**config.mk**
```make
export PLATFORM = sky130hd
export DESIGN_NAME = vga_timing_gen
export DESIGN_NICKNAME = d
export VERILOG_FILES = /design/src/rtl/vga_timing_gen_pkg.sv /design/src/rtl/vga_timing_gen_sync_counter.sv /design/src/rtl/vga_timing_gen.sv
export SDC_FILE = /design/constraint.sdc
export NUM_CORES = 1
export LEC_CHECK = 0
export BUFFER_PORTS_ARGS = -buffer_cell sky130_fd_sc_hd__buf_2
export CELL_PAD_IN_SITES_DETAIL_PLACEMENT = 1
export CELL_PAD_IN_SITES_GLOBAL_PLACEMENT = 2
export CORE_UTILIZATION = 27
export DETAILED_ROUTE_END_ITERATION = 8
export MAX_ROUTING_LAYER = met4
export PLACE_DENSITY_LB_ADDON = 0.1
export SLEW_MARGIN = 10
export SYNTH_ARGS = -nofsm -noshare
export SYNTH_HDL_FRONTEND = slang
export SYNTH_HIERARCHICAL = 1
export SYNTH_SLANG_ARGS = --single-unit
```
**constraint.sdc**
```tcl
create_clock -name clk -period 2.3 [get_ports clk]
set_clock_uncertainty 0.15 [all_clocks]
set_input_delay 0.115 -clock clk [delete_from_list [all_inputs] [get_ports clk]]
set_output_delay 0.115 -clock clk [all_outputs]
set_load 0.005 [all_outputs]
```
**src/rtl/vga_timing_gen_pkg.sv**
```systemverilog
// Shared timing defaults, colour/PMOD bit positions and the output packing helper
// for the VGA timing source and its counter sub-module.
package vga_timing_gen_pkg;

    // 640x480@60 defaults (25.175 MHz pixel clock)
    localparam int H_ACTIVE_DEF = 640;
    localparam int H_FP_DEF     = 16;
    localparam int H_SYNC_DEF   = 96;
    localparam int H_BP_DEF     = 48;
    localparam int V_ACTIVE_DEF = 480;
    localparam int V_FP_DEF     = 10;
    localparam int V_SYNC_DEF   = 2;
    localparam int V_BP_DEF     = 33;
    localparam bit SYNC_POL_DEF = 1'b0;

    localparam int CNT_W   = 10;
    localparam int CNT_MAX = 1 << CNT_W;

    // Bit positions inside color_in {R1,R0,G1,G0,B1,B0}
    localparam int COL_R1 = 5;
    localparam int COL_R0 = 4;
    localparam int COL_G1 = 3;
    localparam int COL_G0 = 2;
    localparam int COL_B1 = 1;
    localparam int COL_B0 = 0;

    // Bit positions on the TinyVGA PMOD byte
    localparam int PMOD_HSYNC = 7;
    localparam int PMOD_B0    = 6;
    localparam int PMOD_G0    = 5;
    localparam int PMOD_R0    = 4;
    localparam int PMOD_VSYNC = 3;
    localparam int PMOD_B1    = 2;
    localparam int PMOD_G1    = 1;
    localparam int PMOD_R1    = 0;

    typedef struct packed {
        logic       hs;
        logic       vs;
        logic [5:0] color;
    } pix_out_t;

    function automatic logic [7:0] pack_pmod(input pix_out_t p);
        logic [7:0] b;
        b             = 8'h00;
        b[PMOD_HSYNC] = p.hs;
        b[PMOD_VSYNC] = p.vs;
        b[PMOD_R1]    = p.color[COL_R1];
        b[PMOD_R0]    = p.color[COL_R0];
        b[PMOD_G1]    = p.color[COL_G1];
        b[PMOD_G0]    = p.color[COL_G0];
        b[PMOD_B1]    = p.color[COL_B1];
        b[PMOD_B0]    = p.color[COL_B0];
        return b;
    endfunction

endpackage

```
**src/rtl/vga_timing_gen_sync_counter.sv**
```systemverilog
// Horizontal/vertical raster counters with frame counter, plus stage-0 decodes of
// the active area, line/frame strobes and sync windows.
module vga_sync_counter
    import vga_timing_gen_pkg::*;
#(
    parameter int H_ACTIVE = H_ACTIVE_DEF,
    parameter int H_FP     = H_FP_DEF,
    parameter int H_SYNC   = H_SYNC_DEF,
    parameter int H_BP     = H_BP_DEF,
    parameter int V_ACTIVE = V_ACTIVE_DEF,
    parameter int V_FP     = V_FP_DEF,
    parameter int V_SYNC   = V_SYNC_DEF,
    parameter int V_BP     = V_BP_DEF,
    parameter bit SYNC_POL = SYNC_POL_DEF
) (
    input  logic       clk,
    input  logic       reset,
    output logic [9:0] h_cnt,
    output logic [9:0] v_cnt,
    output logic [7:0] frame_cnt,
    output logic       display_on,
    output logic       line_start,
    output logic       frame_start,
    output logic       hs0,
    output logic       vs0
);

    localparam int H_TOTAL = H_ACTIVE + H_FP + H_SYNC + H_BP;
    localparam int V_TOTAL = V_ACTIVE + V_FP + V_SYNC + V_BP;

    // Every timing sum has to be representable in the 10-bit counters.
    if (H_TOTAL > CNT_MAX || V_TOTAL > CNT_MAX) begin : g_timing_too_large
        $error("vga_sync_counter: H_TOTAL/V_TOTAL exceed 10-bit counter range");
    end

    localparam logic [9:0] H_MAX    = 10'(H_TOTAL - 1);
    localparam logic [9:0] V_MAX    = 10'(V_TOTAL - 1);
    localparam logic [9:0] H_ACT    = 10'(H_ACTIVE);
    localparam logic [9:0] V_ACT    = 10'(V_ACTIVE);
    localparam logic [9:0] HS_FIRST = 10'(H_ACTIVE + H_FP);
    localparam logic [9:0] HS_LAST  = 10'(H_ACTIVE + H_FP + H_SYNC - 1);
    localparam logic [9:0] VS_FIRST = 10'(V_ACTIVE + V_FP);
    localparam logic [9:0] VS_LAST  = 10'(V_ACTIVE + V_FP + V_SYNC - 1);

    always_ff @(posedge clk) begin
        if (reset) begin
            h_cnt     <= '0;
            v_cnt     <= '0;
            frame_cnt <= '0;
        end else if (h_cnt == H_MAX) begin
            h_cnt <= '0;
            if (v_cnt == V_MAX) begin
                v_cnt     <= '0;
                frame_cnt <= frame_cnt + 8'd1;
            end else begin
                v_cnt <= v_cnt + 10'd1;
            end
        end else begin
            h_cnt <= h_cnt + 10'd1;
        end
    end

    // Pure decodes of registered counters, so they settle once per clock.
    always_comb begin
        display_on  = (h_cnt < H_ACT) && (v_cnt < V_ACT);
        line_start  = (h_cnt == 10'd0);
        frame_start = (h_cnt == 10'd0) && (v_cnt == 10'd0);
        hs0         = ((h_cnt >= HS_FIRST) && (h_cnt <= HS_LAST)) ? SYNC_POL : ~SYNC_POL;
        vs0         = ((v_cnt >= VS_FIRST) && (v_cnt <= VS_LAST)) ? SYNC_POL : ~SYNC_POL;
    end

endmodule

```
**src/rtl/vga_timing_gen.sv**
```systemverilog
// VGA timing source: drives pix_x/pix_y to a flag renderer, registers the returned
// colour (blanked outside the active area) together with sync onto the PMOD byte.
module vga_timing_gen
    import vga_timing_gen_pkg::*;
#(
    parameter int H_ACTIVE = H_ACTIVE_DEF,
    parameter int H_FP     = H_FP_DEF,
    parameter int H_SYNC   = H_SYNC_DEF,
    parameter int H_BP     = H_BP_DEF,
    parameter int V_ACTIVE = V_ACTIVE_DEF,
    parameter int V_FP     = V_FP_DEF,
    parameter int V_SYNC   = V_SYNC_DEF,
    parameter int V_BP     = V_BP_DEF,
    parameter bit SYNC_POL = SYNC_POL_DEF
) (
    input  logic       clk,
    input  logic       reset,
    input  logic [5:0] color_in,
    output logic [9:0] pix_x,
    output logic [9:0] pix_y,
    output logic       display_on,
    output logic       line_start,
    output logic       frame_start,
    output logic [7:0] frame_cnt,
    output logic [7:0] vga_out
);

    logic     hs0;
    logic     vs0;
    pix_out_t out_q;

    vga_sync_counter #(
        .H_ACTIVE (H_ACTIVE),
        .H_FP     (H_FP),
        .H_SYNC   (H_SYNC),
        .H_BP     (H_BP),
        .V_ACTIVE (V_ACTIVE),
        .V_FP     (V_FP),
        .V_SYNC   (V_SYNC),
        .V_BP     (V_BP),
        .SYNC_POL (SYNC_POL)
    ) u_counter (
        .clk         (clk),
        .reset       (reset),
        .h_cnt       (pix_x),
        .v_cnt       (pix_y),
        .frame_cnt   (frame_cnt),
        .display_on  (display_on),
        .line_start  (line_start),
        .frame_start (frame_start),
        .hs0         (hs0),
        .vs0         (vs0)
    );

    // One register stage keeps colour and sync aligned; colour_in never reaches
    // the pins combinationally.
    always_ff @(posedge clk) begin
        if (reset) begin
            out_q.hs    <= ~SYNC_POL;
            out_q.vs    <= ~SYNC_POL;
            out_q.color <= '0;
        end else begin
            out_q.hs    <= hs0;
            out_q.vs    <= vs0;
            out_q.color <= display_on ? color_in : 6'b0;
        end
    end

    assign vga_out = pack_pmod(out_q);

endmodule

```
* After elaboration in Yosys (flattened, before gate mapping)
Index checks and enable logic that the tools add are counted.
** Operators by class
- Add/sub/neg operators :: 3
- $mul :: 0
- Divide/modulo/power cells :: 0
- Magnitude comparators :: 6
- Equality and inequality tests :: 2
- Shifts and indexed selects :: 0
- Mux-type cells :: 3
- Bitwise operators :: 1
- Reduce and logical (&&, ||, !) cells :: 9
** Operators by type and width (count)
- adder 10 x 1 -> 10 bit, second input constant :: 2
- equality test 10 bit, second input constant :: 2
- logical NOT 10 bit :: 2
- greater-or-equal comparator 10 bit, second input constant :: 1
- greater-or-equal comparator 10 x 9 -> 1 bit, second input constant :: 1
- less-or-equal comparator 10 bit, second input constant :: 1
- less-or-equal comparator 10 x 9 -> 1 bit, second input constant :: 1
- less-than comparator 10 bit, second input constant :: 1
- less-than comparator 10 x 9 -> 1 bit, second input constant :: 1
- 2-to-1 mux 10 bit :: 1
- adder 8 x 1 -> 8 bit, second input constant :: 1
- logical AND 1 bit :: 4
- OR reduction 2 bit :: 2
- 2-to-1 mux 1 bit :: 2
- AND reduction 2 bit :: 1
- inverter 1 bit :: 1
** Word-level totals
- Register bits :: 36
- Bits in latches :: 0
- Bits in writable memories :: 0
- Memory bits (read-only) :: 0
- Input bits :: 8
- Output and inout bits :: 39
- Logic and storage cells :: 30
- Memories :: 0

* Longest topological paths before layout
Gate-level depths: netlist (run 1).
- Depth in word-level cells :: 4
- Gate-level depth with buffers :: 8
- Mapped depth without buffers :: 6

* Hierarchy
Netlist (run 1), hierarchy kept.
** Modules (own cells, without submodules)
- vga_sync_counter :: instances 1, cells each 170, area each 1436.4 µm², sequential area each 560.5 µm²
- vga_timing_gen :: instances 1, cells each 16, area each 225.2 µm², sequential area each 160.2 µm²

* Least setup slack after synthesis (run 1)
No wires, ideal clock.
- Kind :: reg2reg
- Start :: register u_counter.h_cnt[0]
- End :: register u_counter.v_cnt[7]
- Setup time :: 70 ps
- Arrival :: 1980 ps
- Data required time :: 2080 ps
- Setup slack :: 100 ps
- Cell stages (with the launch flop) :: 8
- Buffers on the path :: 2
- Clock period less this slack :: 2200 ps
- Cells stage by stage :: dfxtp_1 -> ha_1 -> nand4_4 -> or3_1 -> buf_2 -> buf_6 -> or4_1 -> a21oi_1
** Between the ends
- Word-level cells in the longest chain between the ends :: 1
** Ends and longest elaborated chain
- start, declared :: line vga_timing_gen_sync_counter.sv:18 : output logic [9:0] h_cnt,
- start signal, assigned :: line vga_timing_gen_sync_counter.sv:59 : h_cnt <= h_cnt + 10'd1;
- equality test 10 bit :: line vga_timing_gen_sync_counter.sv:50 : end else if (h_cnt == H_MAX) begin
- end signal, assigned :: line vga_timing_gen_sync_counter.sv:56 : v_cnt <= v_cnt + 10'd1;
- end, declared :: line vga_timing_gen_sync_counter.sv:19 : output logic [9:0] v_cnt,
No other way between the ends.
A chain may end at the register's enable or synchronous reset.

* Worst setup path in the final report (run 1)
- Start :: register u_counter.h_cnt[1]
- End :: register u_counter.frame_cnt[4]
** Between the ends
- Word-level cells in the longest chain between the ends :: 2
** Ends and longest elaborated chain
- equality test 10 bit :: line vga_timing_gen_sync_counter.sv:50
- AND reduction 2 bit (no source line)
- end signal, assigned :: line vga_timing_gen_sync_counter.sv:54 : frame_cnt <= frame_cnt + 8'd1;
- end, declared :: line vga_timing_gen_sync_counter.sv:20 : output logic [7:0] frame_cnt,
No other way between the ends.

==> impl_metrics.csv, run 1 <==
group,metric,value,unit
outcome,run_status,"finished clean",
route,wl,4780,um
route,drt_pre_antenna_iters,4,
sta,final.setup.tns,0,ps
grt,grt_max_degree,27,
pwr,leakagePower,0.000941,uW
grt,grt_pass1_vias,1615,
route,drt_iter0_drc,77,
synth,synth_area_leaders,"dfxtp_1, xnor2_1, nor2_1, ha_1, a21oi_1",
synth,yosys_warnings,6,
layout,final_util,0.379,
grt,grt_overflow,0,
die,io_pins,47,
worst_setup_path,cp_max_fo,26,
route,viasPerCell,4.90,
worst_setup_path,end_kind,"flop",
worst_setup_path,crit_arrival,2230,ps
pwr,power.density,569,nW/um^2
die,die_w,80.4,um
grt,grt_pass1_wl,7820,um
worst_setup_path,rr_worst_depth,6,
synth,synth.avg_cell_area,8.93,um^2
clock_tree,cts.clk_slew.worst_paths,80,ps
synth,synth_cell_types,32,
clock_tree,cts_root_buffer,"clkbuf_8",
synth,synth-edff-count,0,
clock_tree,cts_tree,"built",
synth,synthFlopType,"dfxtp_1",
layout,fillerInstances,736,
sta,finalSetupViolations,0,
sta,slew_violations,0,
die,fp.dieArea,6470,um^2
synth,synth_top_cell_by_area,"dfxtp_1",
worst_setup_path,r2r_slack,140,ps
route,detail-route-antenna-nets,0,
sta,worstMarginPinSlew,474,ps
route,vias,1617,
worst_setup_path,r2r-end,"u_counter/frame_cnt[4]$_SDFFE_PP0P_",
die,fp.dieH,80.4,um
synth,synth_nets,199,
synth,netlist_instances,186,
sta,max_slew_margin,0.681,
worst_hold_path,hold_end,"u_counter/h_cnt[4]$_SDFF_PP0_",
worst_hold_path,whs_path_depth,2,
clock_tree,htreeDepth,2,
worst_setup_path,crit_type,"flop to flop",
sta,hold_ws,61.5,ps
worst_setup_path,start_kind,"flop",
flow_run,drv_cap,0,
layout,syn_to_final_growth,34.9,%
pwr,ir_drop,0.286,mV
sta,fmax,0.463,GHz
synth,syn_area,1660,um^2
clock_tree,cts_buffer_depth,2,
layout,diodes,0,
layout,drive_gt1_frac,0.290,
worst_setup_path,cpPeakStageDelay,520,ps
worst_setup_path,slowest_stage,"or4_1",
synth,synthArstFlopShare,0,
placed_design,dp_hpwl,3530,um
sta,rsz0062_at_grt,"no",
clock_tree,clkLatencyLatePin,290,ps
layout,final_nets,267,
synth,ys_seq_area_frac,0.434,
route,wl_per_cell,14.5,um
layout,final_cells,330,
synth,ys_ff_latch,36,
sta,fin_crit_sh,0.939,
sta,min_period,2160,ps
worst_setup_path,cp_data_required_time,2370,ps
clock_tree,cts.sinks,36,
grt,antenna_found_initial,0,
synth,yosys.area.top_type_share,0.434,
placed_design,dp.cells,316,
worst_setup_path,path_cells,"ha_1 > nand4_4 > or3_1 > buf_4 > or4_1 > a21oi_1",
worst_hold_path,min-delay-start,"reset",
grt,grt_usage,0.163,
die,core.rowCount,28,
worst_setup_path,r2r_start,"u_counter/h_cnt[1]$_SDFF_PP0_",
route,drc_errors,0,
placed_design,io_buffers,46,
sta,hold_viol_final,0,
die,start_util,0.281,
clock_tree,cts_buffers,5,
worst_hold_path,hold_class,"primary input to flop",
die,core,5920,um^2
placed_design,finalWeightedCongestion,0.757,
## worst max-delay path: cells and delay by family (launching register included)
kind                       cells  cell delay (ps)
and+or+nand+nor                3              960
adders and majority gates      1              250
AOI/OAI and AO/OA              1              150
buffers and inverters          1              220
DFF                            1              340
## cells by family (layout without fill, tap and decap cells)
family,after synthesis,count (layout),synth area share
flip-flops,36,36,0.434
buffers and inverters,18,87,0.0459
AND/OR/NAND/NOR,86,86,0.309
XOR/XNOR,13,13,0.0685
AO/OA/AOI/OAI,27,27,0.0994
adder cells (fa/ha/maj),5,5,0.0377
multiplexers,1,1,0.00602
## layout make-up
type                    count  area (um^2)  area share
multi-input cells         132          865       0.386
flip-flops and latches     36          721       0.321
repair buffers             68          410       0.183
well taps                  75         93.8      0.0419
clock buffers               5         68.8      0.0307
clock inverters             3         42.5      0.0190
inverters                  11         41.3      0.0184
## stage by stage
step / total power, uW / worst slack, ps / cell area (um^2)
detailed placement: 725 / 159 / 2070
finish: 1270 / 140 / 2240
global route: 1350 / 13.9 / 2240
floorplan: 683 / 99.6 / 1660
global placement: 721 / 217 / 2070
CTS: 1300 / 135 / 2240
## power by group
| group | internal, uW | switching [uW] | total [uW] | leakage, uW |
|---|---|---|---|---|
| registers | 633 | 4.41 | 637 | 0.000292 |
| clock network | 321 | 238 | 559 | 0.0000541 |
| logic | 40.6 | 38.2 | 78.8 | 0.000594 |
| total | 994 | 281 | 1270 | 0.000941 |
## metal layers
| layer | wire (um) | GRT usage | share of wire |
|---|---|---|---|
| met5 | 0 | - | 0 |
| met4 | 65 | 0.0536 | 0.014 |
| met3 | 214 | 0.0386 | 0.045 |
| met2 | 2240 | 0.263 | 0.47 |
| met1 | 2250 | 0.200 | 0.47 |
## cell usage after synthesis (2+ instances only)
cell       n
ha_1       5
nor4_1     6
o21ai_0    5
nor2_1    22
xor2_1     2
and3b_1    6
inv_1     11
and4_1     4
clkbuf_1   5
or4_1      8
o31ai_1    8
or2_1      2
dfxtp_1   36
or3_1      7
nand4_1    5
xnor2_1   11
a21oi_1   12
nand2_1    7
nor3_1     2
nand3_1   10
## how the worst max path moves through the flow
stage,startpoint,endpoint,slack [ps],cells past startpoint
after floorplan,u_counter/h_cnt[0]$_SDFF_PP0_,u_counter/v_cnt[7]$_SDFFE_PP0N_,100,7
after global placement,u_counter/h_cnt[0]$_SDFF_PP0_,u_counter/frame_cnt[4]$_SDFFE_PP0P_,220,6
after detailed placement,u_counter/h_cnt[1]$_SDFF_PP0_,u_counter/frame_cnt[7]$_SDFFE_PP0P_,160,6
after CTS,u_counter/h_cnt[1]$_SDFF_PP0_,u_counter/frame_cnt[4]$_SDFFE_PP0P_,140,6
after global routing,u_counter/h_cnt[1]$_SDFF_PP0_,u_counter/frame_cnt[4]$_SDFFE_PP0P_,10,6
final,u_counter/h_cnt[1]$_SDFF_PP0_,u_counter/frame_cnt[4]$_SDFFE_PP0P_,140,6
## state kept, by name, indices dropped and copies added, names as in the netlist
name,flops
vga_out,8
u_counter/v_cnt,10
u_counter/h_cnt,10
u_counter/frame_cnt,8
## timing repair
| action | in CTS | in global routing |
|---|---|---|
| buffers inserted | 0 | 0 |
| resized for setup | 0 | 0 |
| hold endpoints to repair | 6 | 0 |
| hold buffers | 6 | 0 |
## cell usage in the layout, fill, tap and decap left out, types with 5 or more instances in the layout
cell and count:
buf_4 16, and3b_1 6, dlygate4sd3_1 6, or3_1 7
o21ai_0 5, ha_1 5, nand2_1 7, inv_1 11
buf_2 46, clkbuf_8 5, nand4_1 5, dfxtp_1 36
nor2_1 22, xnor2_1 11, or4_1 8, nor4_1 6
nand3_1 10, o31ai_1 8, a21oi_1 12
Power figures use the tool's default switching activity.
==> run 2, diff against run 1 <==
Settings changed: BUFFER_PORTS_ARGS -buffer_cell sky130_fd_sc_hd__buf_2 to -buffer_cell sky130_fd_sc_hd__clkbuf_2, REMOVE_ABC_BUFFERS from default to 1.
==> impl_metrics.csv, run 2 (synthesis results as in run 1) <==
group,metric,value,unit
layout,final_cell_mix,"clkbuf_2, dfxtp_1, nor2_1",
route,wl_per_cell,14.5,um
grt,grt_pass1_vias,1536,
sta,rsz0062_at_grt,"no",
sta,fin_crit_sh,0.941,
sta,worstMarginPinSlew,477,ps
sta,fmax,0.462,GHz
layout,reg_top3,"u_counter/h_cnt (10), u_counter/v_cnt (10)",
die,io_pins,47,
grt,grt_pass1_wl,7590,um
clock_tree,htreeDepth,2,
worst_hold_path,hold_class,"primary input to flop",
route,viasPerCell,4.89,
clock_tree,cts.sinks,36,
placed_design,finalWeightedCongestion,0.782,
worst_setup_path,crit_type,"flop to flop",
clock_tree,cts_setup_buffers,0,
route,drt_iter0_drc,53,
flow_run,drv_cap,0,
pwr,leakagePower,0.000901,uW
sta,hold_viol_final,0,
clock_tree,cts_tree,"built",
die,core,5920,um^2
sta,slew_violations,0,
grt,grt_usage,0.159,
worst_setup_path,start_kind,"flop",
layout,drive_gt1_frac,0.290,
clock_tree,cts_root_buffer,"clkbuf_8",
die,die_w,80.4,um
route,vias,1599,
sta,final.setup.tns,0,ps
clock_tree,cts_buffer_depth,2,
route,wl,4740,um
clock_tree,clkLatencyLatePin,290,ps
layout,syn_to_final_growth,34.1,%
placed_design,pre_cts_ws,149,ps
pwr,ir_drop,0.230,mV
layout,mostFrequentLayoutCell,"clkbuf_2",
route,detail-route-antenna-nets,0,
layout,diodes,0,
outcome,run_status,"finished clean",
layout,final_nets,264,
die,core.rowCount,28,
route,drc_errors,0,
worst_setup_path,crit_arrival,2230,ps
grt,antenna_found_initial,0,
worst_setup_path,end_kind,"flop",
clock_tree,cts_buffers,5,
placed_design,placed_area,2050,um^2
sta,fin_ws,135,ps
layout,fin_area,2230,um^2
worst_setup_path,cp_max_fo,26,
sta,max_slew_margin,0.682,
route,drt_pre_antenna_iters,4,
sta,min_period,2160,ps
die,fp.dieArea,6470,um^2
die,start_util,0.281,
die,fp.dieH,80.4,um
grt,grt_overflow,0,
placed_design,dp_hpwl,3420,um
placed_design,io_buffers,46,
layout,fillerInstances,715,
worst_setup_path,cp_data_required_time,2360,ps
clock_tree,cts.clk_slew.worst_paths,80,ps
grt,grt_max_degree,27,
sta,finalSetupViolations,0,
pwr,power.density,571,nW/um^2
## run 2: final cells by class
cell class / instances / area, um^2 / share of cell area
Inverter: 11 / 41.3 / 0.0185
Clock buffer: 5 / 68.8 / 0.0309
Sequential cell: 36 / 721 / 0.323
Timing Repair Buffer: 65 / 388 / 0.174
Tap cell: 75 / 93.8 / 0.0421
Clock inverter: 3 / 42.5 / 0.0191
Multi-Input combinational cell: 132 / 873 / 0.392
## run 2: power by group
group | total (uW) | switching [uW] | internal (uW) | leakage [uW]
clock network | 558 | 237 | 321 | 0.0000541
registers | 638 | 4.93 | 633 | 0.000292
logic | 77.2 | 37.5 | 39.7 | 0.000555
total | 1270 | 279 | 993 | 0.000901
## run 2: repair_timing
action                                  4_1_cts  5_1_grt
hold endpoints to repair                      6        0
gates resized for setup                       0        2
endpoints found under the setup margin        0        7
hold buffers                                  6        0
## run 2: per-layer routing
layer  GRT usage  routed length, um  vias to the layer above
li1            -                  -                      795
met4      0.0536                 29                        0
met3      0.0375                161                        4
met2       0.260               2340                       27
met5           -                  0                        -
met1       0.190               2210                      773
## run 2: path summary, 6_finish.rpt
| check | start | depth (start not counted) | end | slack, ps |
|---|---|---|---|---|
| min | reset | 2 | u_counter/frame_cnt[0]$_SDFFE_PP0P_ | 120 |
| min reg2reg | u_counter/frame_cnt[7]$_SDFFE_PP0P_ | 2 | u_counter/frame_cnt[7]$_SDFFE_PP0P_ | 340 |
| max | u_counter/h_cnt[0]$_SDFF_PP0_ | 6 | u_counter/frame_cnt[6]$_SDFFE_PP0P_ | 140 |
| max reg2reg | u_counter/h_cnt[0]$_SDFF_PP0_ | 6 | u_counter/frame_cnt[6]$_SDFFE_PP0P_ | 140 |
## run 2: worst max-delay path, cell delays in order (launching register included)
cell,delay (ps)
dfxtp_1,350
ha_2,240
nand4_4,90
or3_1,370
buf_4,230
or4_1,510
a21oi_1,150
## run 2: per-stage QoR
stage               hold slack, ps   util  cells  total power [uW]
global route                   151  0.376    327              1330
detailed placement             218  0.346    313               723
global placement               208  0.346    313               720
CTS                            128  0.375    327              1290
floorplan                     34.1      -    179               681
finish                         121  0.376    327              1270
==> run 3, diff against run 2 <==
--- a/config.mk
+++ b/config.mk
@@ -7,2 +7,3 @@
 export LEC_CHECK = 0
+export ABC_AREA = 1
 export BUFFER_PORTS_ARGS = -buffer_cell sky130_fd_sc_hd__clkbuf_2
@@ -10,3 +11,3 @@
 export CELL_PAD_IN_SITES_GLOBAL_PLACEMENT = 2
-export CORE_UTILIZATION = 27
+export CORE_UTILIZATION = 25
 export DETAILED_ROUTE_END_ITERATION = 8
==> constraint.sdc (replaced) <==
create_clock -name clk -period 2.3 [get_ports clk]
set_clock_uncertainty 0.15 [all_clocks]
set_input_delay 0.345 -clock clk [delete_from_list [all_inputs] [get_ports clk]]
set_output_delay 0.345 -clock clk [all_outputs]
set_load 0.005 [all_outputs]
==> impl_metrics.csv, run 3 <==
group,metric,value,unit
layout,regArea,721,um^2
layout,fillerInstances,962,
layout,multi_input_area,955,um^2
clock_tree,clkLatencyLatePin,290,ps
flow_run,drv_cap,0,
worst_hold_path,hold_class,"primary input to flop",
route,drt_pre_antenna_iters,4,
layout,final_cell_mix,"nand2_1, clkbuf_2, inv_1",
route,drt_iter0_drc,54,
worst_setup_path,r2r-end,"u_counter/frame_cnt[1]$_SDFFE_PP0P_",
synth,synthTopCellsByCount,"nand2_1, inv_1, dfxtp_1",
die,io_pins,47,
die,fp.dieArea,7800,um^2
outcome,run_status,"finished clean",
sta,fin_ws,260,ps
clock_tree,cts_buffer_depth,2,
route,vias,1846,
worst_hold_path,whs_path_depth,3,
worst_setup_path,end_kind,"primary output",
route,viasPerCell,4.32,
synth,synth_most_common_cell,"nand2_1",
synth,netlist_instances,275,
layout,diodes,0,
sta,worstMarginPinSlew,494,ps
worst_hold_path,hold_end,"vga_out[6]$_SDFF_PP0_",
worst_setup_path,cp_max_fo,5,
synth,synth_top_cell_by_area,"dfxtp_1",
die,fp.dieH,88.3,um
worst_setup_path,start_kind,"flop",
die,start_util,0.258,
layout,mostFrequentLayoutCell,"nand2_1",
grt,grt_usage,0.150,
worst_setup_path,r2r_slack,400,ps
worst_setup_path,crit_type,"flop to primary output",
placed_design,finalWeightedCongestion,0.824,
worst_setup_path,crit_arrival,1550,ps
layout,final_util,0.322,
pwr,leakagePower,0.00108,uW
placed_design,dp_hpwl,4020,um
clock_tree,cts_root_buffer,"clkbuf_8",
grt,grt_overflow,0,
sta,slew_violations,0,
die,core.rowCount,31,
layout,syn_to_final_growth,24.9,%
placed_design,pre_cts_ws,348,ps
placed_design,io_buffers,46,
die,core,7210,um^2
clock_tree,cts_hold_buf,0,
synth,synth_cell_types,28,
synth,synthFlopType,"dfxtp_1",
sta,hold_viol_final,0,
clock_tree,htreeDepth,2,
worst_hold_path,min-delay-start,"color_in[0]",
clock_tree,cts_buffers,5,
sta,finalSetupViolations,0,
clock_tree,cts.sinks,36,
worst_setup_path,r2r_start,"u_counter/h_cnt[0]$_SDFF_PP0_",
route,wl_per_cell,12.2,um
synth,synth-edff-count,0,
layout,drive_gt1_frac,0.210,
worst_setup_path,cp_data_required_time,1800,ps
clock_tree,cts.clk_slew.worst_paths,80,ps
sta,fin_crit_sh,0.887,
die,die_w,88.3,um
grt,grt_pass1_vias,1794,
pwr,ir_drop,0.165,mV
sta,fmax,0.490,GHz
worst_setup_path,rr_worst_depth,7,
sta,max_slew_margin,0.668,
layout,final_nets,340,
clock_tree,cts-resized-gates,0,
sta,rsz0062_at_grt,"no",
synth,synthArstFlopShare,0,
sta,min_period,2040,ps
synth,ys_seq_area_frac,0.387,
clock_tree,cts_tree,"built",
synth,synth.avg_cell_area,6.77,um^2
synth,yosys_warnings,6,
clock_tree,cts_setup_buffers,0,
synth,syn_area,1860,um^2
route,wl,5230,um
grt,grt_pass1_wl,8590,um
layout,reg_top3,"u_counter/h_cnt (10), u_counter/v_cnt (10)",
route,drc_errors,0,
synth,yosys.area.top_type_share,0.387,
grt,grt_max_degree,19,
grt,antenna_found_initial,0,
synth,synth_area_leaders,"dfxtp_1, nand2_1, inv_1, nor2_1, a21oi_1",
synth,ys_ff_latch,36,
pwr,power.density,545,nW/um^2
sta,final.setup.tns,0,ps
route,detail-route-antenna-nets,0,
==> run 3: how the worst max path moves through the flow <==
stage                     slack [ps]                                   to  depth (start not counted)                            start
after detailed placement         350                           display_on                          4    u_counter/h_cnt[7]$_SDFF_PP0_
after global routing              70                          frame_start                          7  u_counter/v_cnt[0]$_SDFFE_PP0N_
after floorplan                  750  u_counter/frame_cnt[4]$_SDFFE_PP0P_                          8    u_counter/h_cnt[0]$_SDFF_PP0_
after CTS                         10                           display_on                          4    u_counter/h_cnt[7]$_SDFF_PP0_
final                            260                          frame_start                          7  u_counter/v_cnt[0]$_SDFFE_PP0N_
after global placement           350                           display_on                          4    u_counter/h_cnt[7]$_SDFF_PP0_
==> run 3: worst max-delay path, stage by stage, from the launching register on <==
cell and delay [ps]:
dfxtp_1 360, inv_1 100, ha_1 200, inv_1 50
nor2_1 80, nand3_1 120, nor4_2 170, clkbuf_2 160
==> run 3: logic make-up after synthesis <==
kind of cell / synth area share
xor+xnor: 0.0235
fa+ha+maj: 0.0336
flops: 0.387
buf+inv: 0.107
compound gates: 0.0907
simple gates: 0.358
==> run 3: per-layer routing <==
metal | GRT usage | wire length, um | up-vias
met5 | - | 0 | -
met4 | 0.0528 | 88 | 0
met3 | 0.0354 | 159 | 8
met2 | 0.243 | 2490 | 27
met1 | 0.183 | 2490 | 842
li1 | - | - | 969
==> run 3: cell type report <==
cell class / count / area share
clock inverter: 2 / 0.0151
clock buffer: 6 / 0.0312
inverter: 46 / 0.0743
multi-input combinational: 190 / 0.411
tap: 99 / 0.0533
timing repair buffer: 48 / 0.105
sequential: 36 / 0.310
==> run 3: through the flow <==
step / instance area (um^2) / std cells / total power, uW / hold WS [ps]
floorplan: 1840 / 272 / 682 / 264
global placement: 2200 / 419 / 718 / 313
detailed placement: 2200 / 419 / 719 / 327
CTS: 2310 / 427 / 1300 / 80.0
global route: 2320 / 427 / 1330 / 82.1
finish: 2320 / 427 / 1270 / 94.3
==> run 3: where the power goes <==
part	switching, uW	leakage [uW]	internal [uW]
Clock	242	0.0000552	322
Combinational	36.0	0.000730	26.8
Sequential	6.88	0.000292	633
